**config.mk**
```make
export PLATFORM = sky130hd
export DESIGN_NAME = prod_arbiter
export DESIGN_NICKNAME = d
export VERILOG_FILES = /design/src/rtl/prod_arbiter.sv
export SDC_FILE = /design/constraint.sdc
export NUM_CORES = 1
export LEC_CHECK = 0
export CORE_MARGIN = 10
export CORE_UTILIZATION = 33
export DETAILED_ROUTE_END_ITERATION = 10
export PLACE_DENSITY_LB_ADDON = 0.2
export SYNTH_ARGS = -nofsm -noshare
export SYNTH_HDL_FRONTEND = slang
export SYNTH_SLANG_ARGS = --single-unit
export TNS_END_PERCENT = 1
```
**constraint.sdc**
```tcl
create_clock -name clk -period 4.78 [get_ports clk]
set_clock_uncertainty 0.05 [all_clocks]
set_input_delay 0.478 -clock clk [delete_from_list [all_inputs] [get_ports clk]]
set_output_delay 0.478 -clock clk [all_outputs]
set_load 0.01 [all_outputs]
```
**src/rtl/prod_arbiter.sv**
```systemverilog
`default_nettype none
// ============================================================================
// prod_arbiter: arbitrates Fibonacci/Timer producers onto the shared buffer,
// tracks occupancy with credits. Optional: PROD_ARB_UNDERFLOW_CHK_EN (err).
// Revision: 1.0
// ============================================================================
module prod_arbiter #(
  parameter int DATA_W    = 16,
  parameter int BUF_DEPTH = 8,
  parameter int CNT_W     = 4
) (
  input  logic              clk,
  input  logic              rst,
  input  logic              start_f,
  input  logic              start_t,
  input  logic              stop,
  input  logic              f_valid,
  input  logic [DATA_W-1:0] f_data,
  input  logic              t_valid,
  input  logic [DATA_W-1:0] t_data,
  input  logic              rd_ack,
  input  logic              cons_busy,
  output logic              f_en,
  output logic              t_en,
  output logic              wr_en,
  output logic [DATA_W-1:0] wr_data,
  output logic [CNT_W-1:0]  occ,
  output logic [2:0]        state,
  output logic [5:0]        led,
  output logic              err
);

  typedef enum logic [2:0] {
    IDLE      = 3'd0,
    COMM_F    = 3'd1,
    WAIT_F    = 3'd2,
    COMM_T    = 3'd3,
    WAIT_T    = 3'd4,
    BUF_EMPTY = 3'd5
  } state_t;

  state_t st;
  logic   full;
  logic   empty;
  logic   rd_acc;

  assign full    = (occ == CNT_W'(BUF_DEPTH));
  assign empty   = (occ == '0);
  assign rd_acc  = rd_ack && !empty;
  assign f_en    = (st == COMM_F) && !full;
  assign t_en    = (st == COMM_T) && !full;
  assign wr_en   = (f_en && f_valid) || (t_en && t_valid);
  assign wr_data = (st == COMM_F) ? f_data : t_data;
  assign state   = st;
  assign led     = 6'b000001 << st;

  always_ff @(posedge clk or posedge rst) begin
    if (rst) begin
      st  <= IDLE;
      occ <= '0;
    end else begin
      if (wr_en && !rd_acc)
        occ <= occ + 1'b1;
      else if (rd_acc && !wr_en)
        occ <= occ - 1'b1;

      case (st)
        IDLE: begin
          if (start_f)      st <= COMM_F;
          else if (start_t) st <= COMM_T;
        end
        COMM_F: begin
          if (stop)      st <= BUF_EMPTY;
          else if (full) st <= WAIT_F;
        end
        WAIT_F: begin
          if (stop)       st <= BUF_EMPTY;
          else if (!full) st <= COMM_F;
        end
        COMM_T: begin
          if (stop)      st <= BUF_EMPTY;
          else if (full) st <= WAIT_T;
        end
        WAIT_T: begin
          if (stop)       st <= BUF_EMPTY;
          else if (!full) st <= COMM_T;
        end
        BUF_EMPTY: begin
          // Return to idle only once the consumer has nothing left to show.
          if (empty && !cons_busy) st <= IDLE;
        end
        default: st <= IDLE;
      endcase
    end
  end

`ifdef PROD_ARB_UNDERFLOW_CHK_EN
  always_ff @(posedge clk or posedge rst) begin
    if (rst)
      err <= 1'b0;
    else if (rd_ack && empty)
      err <= 1'b1;
  end
`else
  assign err = 1'b0;
`endif

endmodule
`default_nettype wire

```
=== Word level (Yosys, flattened, before mapping) ===
Index checks and enable logic that the tools add are counted.
Widths: inputs -> output; s select.

* Logic and storage cells: 50
* Register bits: 7

* Equal/unequal tests: 12
* $add $sub $neg: 2
* Shift-type cells: 1
* Multiplexer cells: 15
* Reductions and logical operators: 18

{| class="wikitable"
|+ Operator list
! kind !! count
|-
| $mux 3 || 11
|-
| $pmux 3 s6 || 1
|-
| $mux 16 || 1
|-
| $ne 3x3->1 const B || 5
|-
| $logic_and 1x1->1 || 8
|-
| $mux 4 || 2
|-
| $eq 3x2->1 const B || 2
|-
| $eq 3x3->1 const B || 2
|-
| $reduce_and 6->1 || 1
|-
| $shl 1x3->6 const A || 1
|-
| $logic_not 1->1 || 5
|-
| $add 4x1->4 const B || 1
|-
| $eq 4x4->1 const B || 1
|-
| $logic_not 4->1 || 1
|-
| $sub 4x1->4 const B || 1
|-
| $eq 3x1->1 const B || 1
|-
| $logic_not 3->1 || 1
|-
| $ne 2x2->1 const B || 1
|-
| $reduce_bool 2->1 || 1
|-
| $logic_or 1x1->1 || 1
|}

=== Logic depth before layout (Yosys ltp) ===
Gate-level depths: netlist of run 1.

* Depth in word-level cells: 9
* Depth in mapped cells: 11
* Mapped depth without buffers: 10

=== Worst setup path after synthesis of run 1 ===
No wires, ideal clock.

* Path kind: flip-flop to flip-flop
* Start point: register occ[0]
* End point: register occ[3]
* Stages on the path, launching flop included: 12
* Arrival: 2298 ps
* Path slack: 2305 ps
* Required time: 4603 ps
* Clock period less this slack: 2475 ps
* Path through: dfrtp_1 > or3_1 > buf_6 > nor2_2 > nor3_1 > ha_1 > inv_1 > ha_1 > a21oi_1 > and3_1 > o21bai_1 > xnor2_1

* Longest elaborated chain between the ends: 8

{| class="wikitable"
|+ RTL lines
! item !! RTL line !! text
|-
| start, declared || 27 || <nowiki>output logic [CNT_W-1:0] occ,</nowiki>
|-
| start signal, assigned || 63 || <nowiki>occ <= occ + 1'b1;</nowiki>
|-
| start signal, assigned || 65 || <nowiki>occ <= occ - 1'b1;</nowiki>
|-
| $eq 4x4->1 * || 47 || <nowiki>assign full = (occ == CNT_W'(BUF_DEPTH));</nowiki>
|-
| $logic_not 1->1 * || -- ||
|-
| $logic_and 1x1->1 (on tied branches) || 50, 51 ||
|-
| $logic_and 1x1->1 || 52 || <nowiki>assign wr_en = (f_en && f_valid) || (t_en && t_valid);</nowiki>
|-
| $logic_or 1x1->1 * || 52 ||
|-
| net wr_en || 25 || <nowiki>output logic wr_en,</nowiki>
|-
| $logic_not 1->1 || 64 || <nowiki>else if (rd_acc && !wr_en)</nowiki>
|-
| $logic_and 1x1->1 || 64 ||
|-
| $reduce_bool 2->1 (no line) || -- ||
|}

Mark *: on every way through the listed nets, which the timed path passes. The rest lies on a longest branch. The select of a mux whose other input is x is not followed.
A chain may end at the register's enable or synchronous reset.

=== Worst setup path after layout of run 1 ===
* Start point: register st[2] (netlist: state[2])
* End point: output port wr_data[0]

* Longest elaborated chain between the ends: 2

{| class="wikitable"
|+ RTL lines
! item !! RTL line !! text
|-
| start, declared || 42 || <nowiki>state_t st;</nowiki>
|-
| start signal, assigned || 59 || <nowiki>st <= IDLE;</nowiki>
|-
| start signal, assigned || 69 || <nowiki>if (start_f) st <= COMM_F;</nowiki>
|-
| start signal, assigned || 70 || <nowiki>else if (start_t) st <= COMM_T;</nowiki>
|-
| $eq 3x1->1 || 53 || <nowiki>assign wr_data = (st == COMM_F) ? f_data : t_data;</nowiki>
|-
| $mux 16 || 53 ||
|-
| end, declared || 26 || <nowiki>output logic [DATA_W-1:0] wr_data,</nowiki>
|}

Every way passes these cells.

==> results.md, run 1 <==
* Hold_buf cts at 0
* Share of layout cells above drive strength 1 at 7.05%
* Critical Path End Type: output port
* Die height at a little under 70 um
* Input/output buffers at 72
* RSZ-0062 raised after global routing: no
* Dpl hpwl at 2.88 mm
* Clock transition at path regs at 0.06 ns
* Cell Pwr Density at 502 nW/um^2
* Post-synthesis mux area share at 24.9%
* Detailed Route Iter0 Violations at 38
* Post-synthesis sequential area ratio at 21.6%
* CTS tree: yes
* GRT Total Usage at 12.8%
* Finished layout cell area at 1550 sq um
* Core area at around 2300 sq um
* XOR/XNOR Fraction of Synth Area at 3.25%
* Pin count of the biggest net entering global routing at 18
* Syn Nets at 131
* Placed Area at 1520 sq um
* Tcrit/Tclk final at 60.9%
* Final worst path period need at 2.91 ns
* # DRC at 0
* Layout area overhead at 90.9%
* Startpoint Class: flop
* Fmax at 344 MHz
* Sum Neg Setup Slack at 0 ns
* Max-cap violations at 0
* Synth cell types at 39
* Clk_lat worst skew at 0.26 ns
* Post-CTS Resized at 0
* Global-route wire length before repair at 5.06 mm
* Initial core utilization at a little over a third
* Pre-Repair DR Iteration Count at 4
* Most common cell after layout, fill and taps aside: clkdlybuf4s50_1
* Vias in the first global route at roughly 900
* Compound-gate portion of the synthesized area at 11.0%
* Most frequent cells in the layout: 72 x clkdlybuf4s50_1, 16 x mux2_1, 7 x dfrtp_1
* CP peak stage delay at 0.55 ns
* Simple-Gate Fraction of Synth Area at between 20% and 30%
* Worst hold margin at 0.387 ns
* Crit path kind: reg -> out
* Status: complete, no violations
* Setup bufs post-CTS at 0
* Die W at approximately 70 um
* Clock Tree Root: clkbuf_4
* Mapped Area at between 800 and 900 sq um
* Mapped Cells at 86
* Die Area at 4830 sq um
* Mean Syn Cell Area at ~9.4 sq um
* CP max FO at 17
* Number of setup violations in the final report at 0
* HP Class: in -> async
* Worst EP required at 4.25 ns
* Final ANT Viol Nets at 0
* Largest family of logic cells by synthesized area: multiplexers
* #FFs+latches synth at 7
* DR vias/cell at 5.00
* # IOs at 74
* ANT cells at 0
* Grt ovf at 0
* Final nets at 202
* Routed WL at 3.35 mm
* Non-Filler Instances at 184
* Final Slew Violations at 0
* Clk sinks at 7
* Critical Path AT at 2.38 ns
* Worst vdd ir at 371 uV
* Routability cong. at 0.822
* CTS Buf Count at 3
* Row count at 17
* H-tree Lvls at 1
* Initial antenna violation count at 0
* Drt wl/cell at 18.2 um
* CP Cell Sequence: nand2b_2, nor2_4, mux2_1, clkdlybuf4s50_1
* Slowest-stage cell, CP: dfrtp_1
* Fin. Hold Viols at 0
* Max clock buf depth at 2
* Post-Synth Adder-Cell Area at 7.11%
* Vias at 920
* Number of placed cells counting well taps at 180
* Leakage at 0.576 nW
* Yosys warnings at 0
## cell families (layout without fill, tap and decap cells)
group           after synthesis  count (layout)
compound gates               13              13
xor+xnor                      3               3
fa+ha+maj                     4               4
buf+inv                      10              80
flops                         7               7
mux                          18              18
other cells                   1               1
simple gates                 30              30
## Yosys cell counts
| master | count | area, sq um |
|---|---|---|
| mux2_1 | 16 | 180 |
| dfrtp_1 | 7 | 175 |
| nor3_1 | 6 | 30.0 |
| and3_1 | 3 | 18.8 |
| ha_1 | 3 | 37.5 |
| inv_1 | 3 | 11.3 |
| nand3_1 | 3 | 15.0 |
| o21ai_1 | 3 | 15.0 |
| xnor2_1 | 3 | 26.3 |
| a21oi_1 | 2 | 10.0 |
| and2_1 | 2 | 12.5 |
| buf_4 | 2 | 15.0 |
| buf_6 | 2 | 22.5 |
| nand2_1 | 2 | 7.51 |
| nand3b_1 | 2 | 15.0 |
| nor2_1 | 2 | 7.51 |
| nor4b_1 | 2 | 17.5 |
| o21ai_0 | 2 | 10.0 |
| a222oi_1 | 1 | 10.0 |
| buf_2 | 1 | 5.00 |
| clkbuf_1 | 1 | 3.75 |
| conb_1 | 1 | 3.75 |
| fa_1 | 1 | 20.0 |
| inv_2 | 1 | 3.75 |
| mux2_2 | 1 | 11.3 |
| mux2i_1 | 1 | 10.0 |
| nand2b_2 | 1 | 8.76 |
| nor2_2 | 1 | 6.26 |
| nor2_4 | 1 | 11.3 |
| nor2b_1 | 1 | 6.26 |
| nor3_2 | 1 | 10.0 |
| nor3_4 | 1 | 16.3 |
| nor4_1 | 1 | 6.26 |
| o21bai_1 | 1 | 7.51 |
| o22ai_1 | 1 | 6.26 |
| o22ai_2 | 1 | 12.5 |
| o311ai_1 | 1 | 8.76 |
| o31a_1 | 1 | 8.76 |
| or3_1 | 1 | 6.26 |
## metal layers
layer	routed length, um	track usage, %	share of wire, %	up-vias
met5	0	0	0	-
met4	0	0.665	0	0
met3	362	6.42	11	0
met2	1540	22.4	46	55
met1	1450	14.1	43	410
li1	-	-	-	455
## power by group
group	switching [mW]	internal [mW]
combinational	0.241	0.331
sequential	0.0621	0.0872
clock	0.0223	0.0319
## worst paths after layout
kind | from | to | slack, ns | depth (start not counted)
setup / recovery | state[2]$_DFFE_PP0P_ | wr_data[0] | 1.87 | 4
hold / removal | rst | occ[2]$_DFFE_PP0P_ | 0.39 | 2
hold reg to reg | occ[2]$_DFFE_PP0P_ | occ[2]$_DFFE_PP0P_ | 0.51 | 2
setup reg to reg | occ[2]$_DFFE_PP0P_ | occ[3]$_DFFE_PP0P_ | 2.18 | 10
min in group clk | occ[2]$_DFFE_PP0P_ | occ[2]$_DFFE_PP0P_ | 0.51 | 2
max in group asynchronous | rst | occ[1]$_DFFE_PP0P_ | 4.07 | 2
## critical path, delay by kind of cell (launching register included)
family	cells	cell delay, ns
flip-flops	1	0.55
AND/OR/NAND/NOR	2	0.72
buffers and inverters	1	0.50
multiplexers	1	0.37
## per-stage QoR
step                      setup WS (ns)  power [mW]  util, %
after global routing               1.70       0.843     67.9
after CTS                          1.84       0.789     67.9
final                              1.87       0.776     67.9
after detailed placement           2.11       0.730     66.7
after floorplan                    2.31       0.471        -
after global placement             2.18       0.718     66.7
## cell type report
class / instances / area, sq um
clock buffers: 4 / 26.3
multi-input cells: 69 / 573
repair buffers: 72 / 721
flip-flops and latches: 7 / 175
inverters: 4 / 15.0
fillers: 186 / 731
well taps: 28 / 35.0
## sequential cells by signal, indices dropped and copies added, names as in the netlist
signal and cells:
occ 4, state 3
Note: power is estimated with default switching activity, not from simulation.
==> run 2, diff against run 1 <==
CORE_UTILIZATION = 28   (was 33)
clock period = 2.5 ns   (was 4.78 ns; I/O delays follow)
==> results.md, run 2 (synthesized netlist as in run 1, its figures left out) <==
* # DRC at 0
* Clock Tree Root: clkbuf_4
* Worst hold margin at 0.176 ns
* Max FFs per register at 4
* Startpoint Class: flop
* Worst EP required at approximately 2.2 ns
* Critical Path End Type: output port
* Most frequent cells in the layout: 57 x clkdlybuf4s50_1, 16 x mux2_1, 15 x dlymetal6s2s_1
* RSZ-0062 raised after global routing: yes
* # IOs at 74
* HP Class: in -> async
* Start of the worst register-to-register path: occ[2]$_DFFE_PP0P_
* ANT cells at 0
* Crit path kind: reg -> out
* Critical Path AT at 2.13 ns
* Vias in the first global route at 967
* Most common cell after layout, fill and taps aside: clkdlybuf4s50_1
* Setup crit start: state[2]$_DFFE_PP0P_
* Routed WL at roughly 3.6 mm
* Drt wl/cell at about 19 um
* PnR worst setup slack at around 0.074 ns
* Worst vdd ir at 712 uV
* Routability cong. at 0.800
* Die Area at 5440 sq um
* Clock transition at path regs at 0.06 ns
* CTS Buf Count at 3
* Cell Pwr Density at 965 nW/um^2
* Worst R2R Setup Slack at about 0.15 ns
* Global-route wire length before repair at 5.18 mm
* Fin. Hold Viols at 0
* Detailed Route Iter0 Violations at 28
* Fmax at 412 MHz
* Pre-Repair DR Iteration Count at 4
* Layout area overhead at 104%
* Tcrit/Tclk final at 97.0%
* GRT Total Usage at 12.1%
* Die W at 73.8 um
* Dpl hpwl at around 3.0 mm
* CTS tree: yes
* Row count at 19
* Final nets at 210
* Reg2Reg Depth at 9
* Final worst path period need at 2.43 ns
* Initial antenna violation count at 0
* H-tree Lvls at 1
* Number of setup violations in the final report at 0
* Grt ovf at 0
* DR vias/cell at 4.91
* Pin count of the biggest net entering global routing at 18
* Die height at between 70 and 80 um
* Core area at 2760 sq um
* Max-cap violations at 0
* CP max FO at 17
* Final ANT Viol Nets at 0
* Biggest register: occ
* End of the critical path: wr_data[9]
* Max clock buf depth at 2
* Final Slew Violations at 0
* Dpl ws at 0.0795 ns
* Input/output buffers at just over 70
* R2r endpoint: occ[3]$_DFFE_PP0P_
* Initial core utilization at 29.4%
* Clk_lat worst skew at around 0.26 ns
* Share of layout cells above drive strength 1 at 12.8%
* Leakage at 0.752 nW
* Vias at 958
* Total power at roughly 1.6 mW
* Status: complete, no violations
* Clk sinks at 7
[run 2: changes by cell type in the layout (fill, tap and decap cells not counted), sizes merged]
cell / before / now
dlymetal6s2s: 0 / 15
buf: 0 / 8
clkdlybuf4s50: 72 / 57
[run 2: stage by stage]
stage | cells | area [sq um] | setup TNS [ns] | utilization (%)
after CTS | 195 | 1610 | 0 | 58.3
after floorplan | 86 | 810 | 0 | -
final | 195 | 1650 | 0 | 59.8
after global placement | 191 | 1580 | 0 | 57.4
after global routing | 195 | 1650 | -0.0399 | 59.8
after detailed placement | 191 | 1580 | 0 | 57.4
[run 2: area by class of cell]
cell class	instances	area [sq um]
fillers	241	1110
repair buffers	80	818
multi-input cells	69	577
flip-flops and latches	7	175
well taps	31	38.8
clock buffers	4	26.3
inverters	4	15.0
[run 2: how the worst min path moves through the flow]
stage | startpoint | to | slack, ns | cells after the start
after global placement | rst | state[0]$_DFFE_PP0P_ | 0.45 | 2
after floorplan | rst | occ[0]$_DFFE_PP0P_ | 0.003 | 1
after detailed placement | rst | occ[1]$_DFFE_PP0P_ | 0.46 | 2
after CTS | rst | occ[1]$_DFFE_PP0P_ | 0.18 | 2
after global routing | rst | occ[2]$_DFFE_PP0P_ | 0.18 | 2
final | rst | occ[2]$_DFFE_PP0P_ | 0.18 | 2
[run 2: worst max-delay path: stages, from the launching register on]
cell and delay (ns):
dfrtp_1 0.37, nand2b_2 0.23, nor2_4 0.40, mux2_1 0.37
clkdlybuf4s50_1 0.51
[run 2: timing repair]
action	in CTS	in global routing
setup buffers	0	0
gates resized for setup	0	17
hold endpoints to repair	0	0
hold buffers	0	0
endpoints found under the setup margin	0	17
[run 2: power breakdown]
group	internal, mW	switching, mW	total [mW]
combinational	0.689	0.593	1.28
sequential	0.168	0.0339	0.201
clock	0.0612	0.0467	0.108
[run 2: routing by layer]
metal,up-vias,global-route usage [%],wire length [um]
li1,470,-,-
met1,425,14.6,1700
met2,59,19.1,1490
met3,4,5.52,419
met4,0,2.48,17
met5,-,0,0
==> run 3, diff against run 2 <==
CORE_MARGIN = unset   (was 10)
==> results.md, run 3 (synthesized netlist as in run 1, its figures left out) <==
* Status: complete, no violations
* Leakage at 0.655 nW
* H-tree Lvls at 1
* Power share of the combinational group at 80.6%
* Internal power at between 0.9 and 1 mW
* Routability cong. at 0.793
* Most frequent cells in the layout: 68 x clkdlybuf4s50_1, 15 x mux2_1, 8 x buf_4
* Final worst path period need at 2.43 ns
* Biggest register: occ
* Most common cell after layout, fill and taps aside: clkdlybuf4s50_1
* Finished layout cell area at between 1500 and 2000 sq um
* Initial core utilization at 29.4%
* Clock power share at about 6.6%
* Share of layout cells above drive strength 1 at between 10 and 15%
* Reg power frac at 12.9%
* Die height at 55.8 um
* Layout area overhead at 101%
* Drt wl/cell at 13.2 um
* Pin count of the biggest net entering global routing at 18
* Worst hold margin at 0.177 ns
* Max-cap violations at 0
* Worst vdd ir at between 700 and 800 uV
* Max clock buf depth at 2
* Final Slew Violations at 0
* Sum Neg Setup Slack at 0 ns
* Fin. Hold Viols at 0
* Grt ovf at 0
* Tcrit/Tclk final at a little over nine tenths
* DR vias/cell at 4.89
* CTS tree: yes
* Detailed Route Iter0 Violations at 32
* Core area at roughly 2800 sq um
* Global-route wire length before repair at about 4.2 mm
* # IOs at 74
* Input/output buffers at 72
* CP max FO at 17
* Die W at roughly 56 um
* Dpl hpwl at 2.13 mm
* Crit path kind: reg -> out
* Placed Area at 1580 sq um
* Final nets at 210
* HP Class: in -> async
* GRT Total Usage at 16.7%
* Clk_lat worst skew at approximately 0.25 ns
* Fmax at 412 MHz
* Critical Path End Type: output port
* Routed WL at 2.58 mm
* Row count at 19
* Vias at about 950
* Die Area at slightly above 3000 sq um
* Initial antenna violation count at 0
* Worst EP required at 2.20 ns
* Vias in the first global route at 927
* Clock Tree Root: clkbuf_4
* Max FFs per register at 4
* Reg2Reg Depth at 10
* Psw at roughly 0.63 mW
* Total power at approximately 1.6 mW
* Pre-Repair DR Iteration Count at 4
* Startpoint Class: flop
* # DRC at 0
* Critical Path AT at 2.13 ns
* RSZ-0062 raised after global routing: yes
* Number of setup violations in the final report at 0
* Final ANT Viol Nets at 0
* Clk sinks at 7
* Clock transition at path regs at 0.05 ns
* PnR worst setup slack at ~0.074 ns
* Switching Fraction at 40.3%
* Cell Pwr Density at 965 nW/um^2
* CTS Buf Count at 3
* Dpl ws at about 0.11 ns
* ANT cells at 0
run 3: cell count changes in the layout (fill, tap and decap cells not counted):
cell,previous run,this run
clkdlybuf4s50_1,57,68
dlymetal6s2s_1,15,4
inv_1,2,3
inv_2,2,1
mux2_1,16,15
mux2_4,0,1
run 3: stage by stage:
step,cells,utilization [%]
finish,195,59.0
global route,195,59.0
CTS,195,58.3
detailed placement,191,57.4
global placement,191,57.4
floorplan,86,-
run 3: layout make-up:
cell class,instances,area [sq um]
Timing Repair Buffer,80,791
Sequential cell,7,175
Tap cell,31,38.8
Clock buffer,4,26.3
Fill cell,248,1130
Inverter,4,15.0
Multi-Input combinational cell,69,581
run 3: critical path, cell delays in order (launching register included):
cell	delay, ns
dfrtp_1	0.37
nand2b_2	0.23
nor2_4	0.40
mux2_1	0.38
clkdlybuf4s50_1	0.50
run 3: per-layer routing:
layer / part of all wire, % / GRT usage (%) / vias to the layer above
met5: 0 / 0 / -
met2: 47 / 28.1 / 45
met1: 43 / 20.9 / 442
li1: - / - / 467
met3: 9.8 / 4.88 / 0
met4: 0 / 4.29 / 0
run 3: worst paths after layout:
kind                       slack [ns]            startpoint                    to
max                              0.07  state[2]$_DFFE_PP0P_           wr_data[10]
min                              0.18                   rst    occ[0]$_DFFE_PP0P_
max reg2reg                      0.16    occ[2]$_DFFE_PP0P_    occ[3]$_DFFE_PP0P_
min reg2reg                      0.49    occ[2]$_DFFE_PP0P_    occ[2]$_DFFE_PP0P_
max in group asynchronous        2.00                   rst  state[1]$_DFFE_PP0P_
min in group clk                 0.49    occ[2]$_DFFE_PP0P_    occ[2]$_DFFE_PP0P_
run 3: timing repair:
item,CTS,global route
endpoints found under the setup margin,0,12
hold buffers,0,0
gates resized for setup,0,6
setup buffers,0,0
run 3: power by group through the flow:
stage | Combinational (mW) | Clock (mW) | Sequential, mW
after global placement | 1.25 | 0 | 0.201
after detailed placement | 1.27 | 0 | 0.205
final | 1.27 | 0.103 | 0.202
after CTS | 1.27 | 0.107 | 0.203
after floorplan | 0.642 | 0 | 0.258
after global routing | 1.37 | 0.113 | 0.208
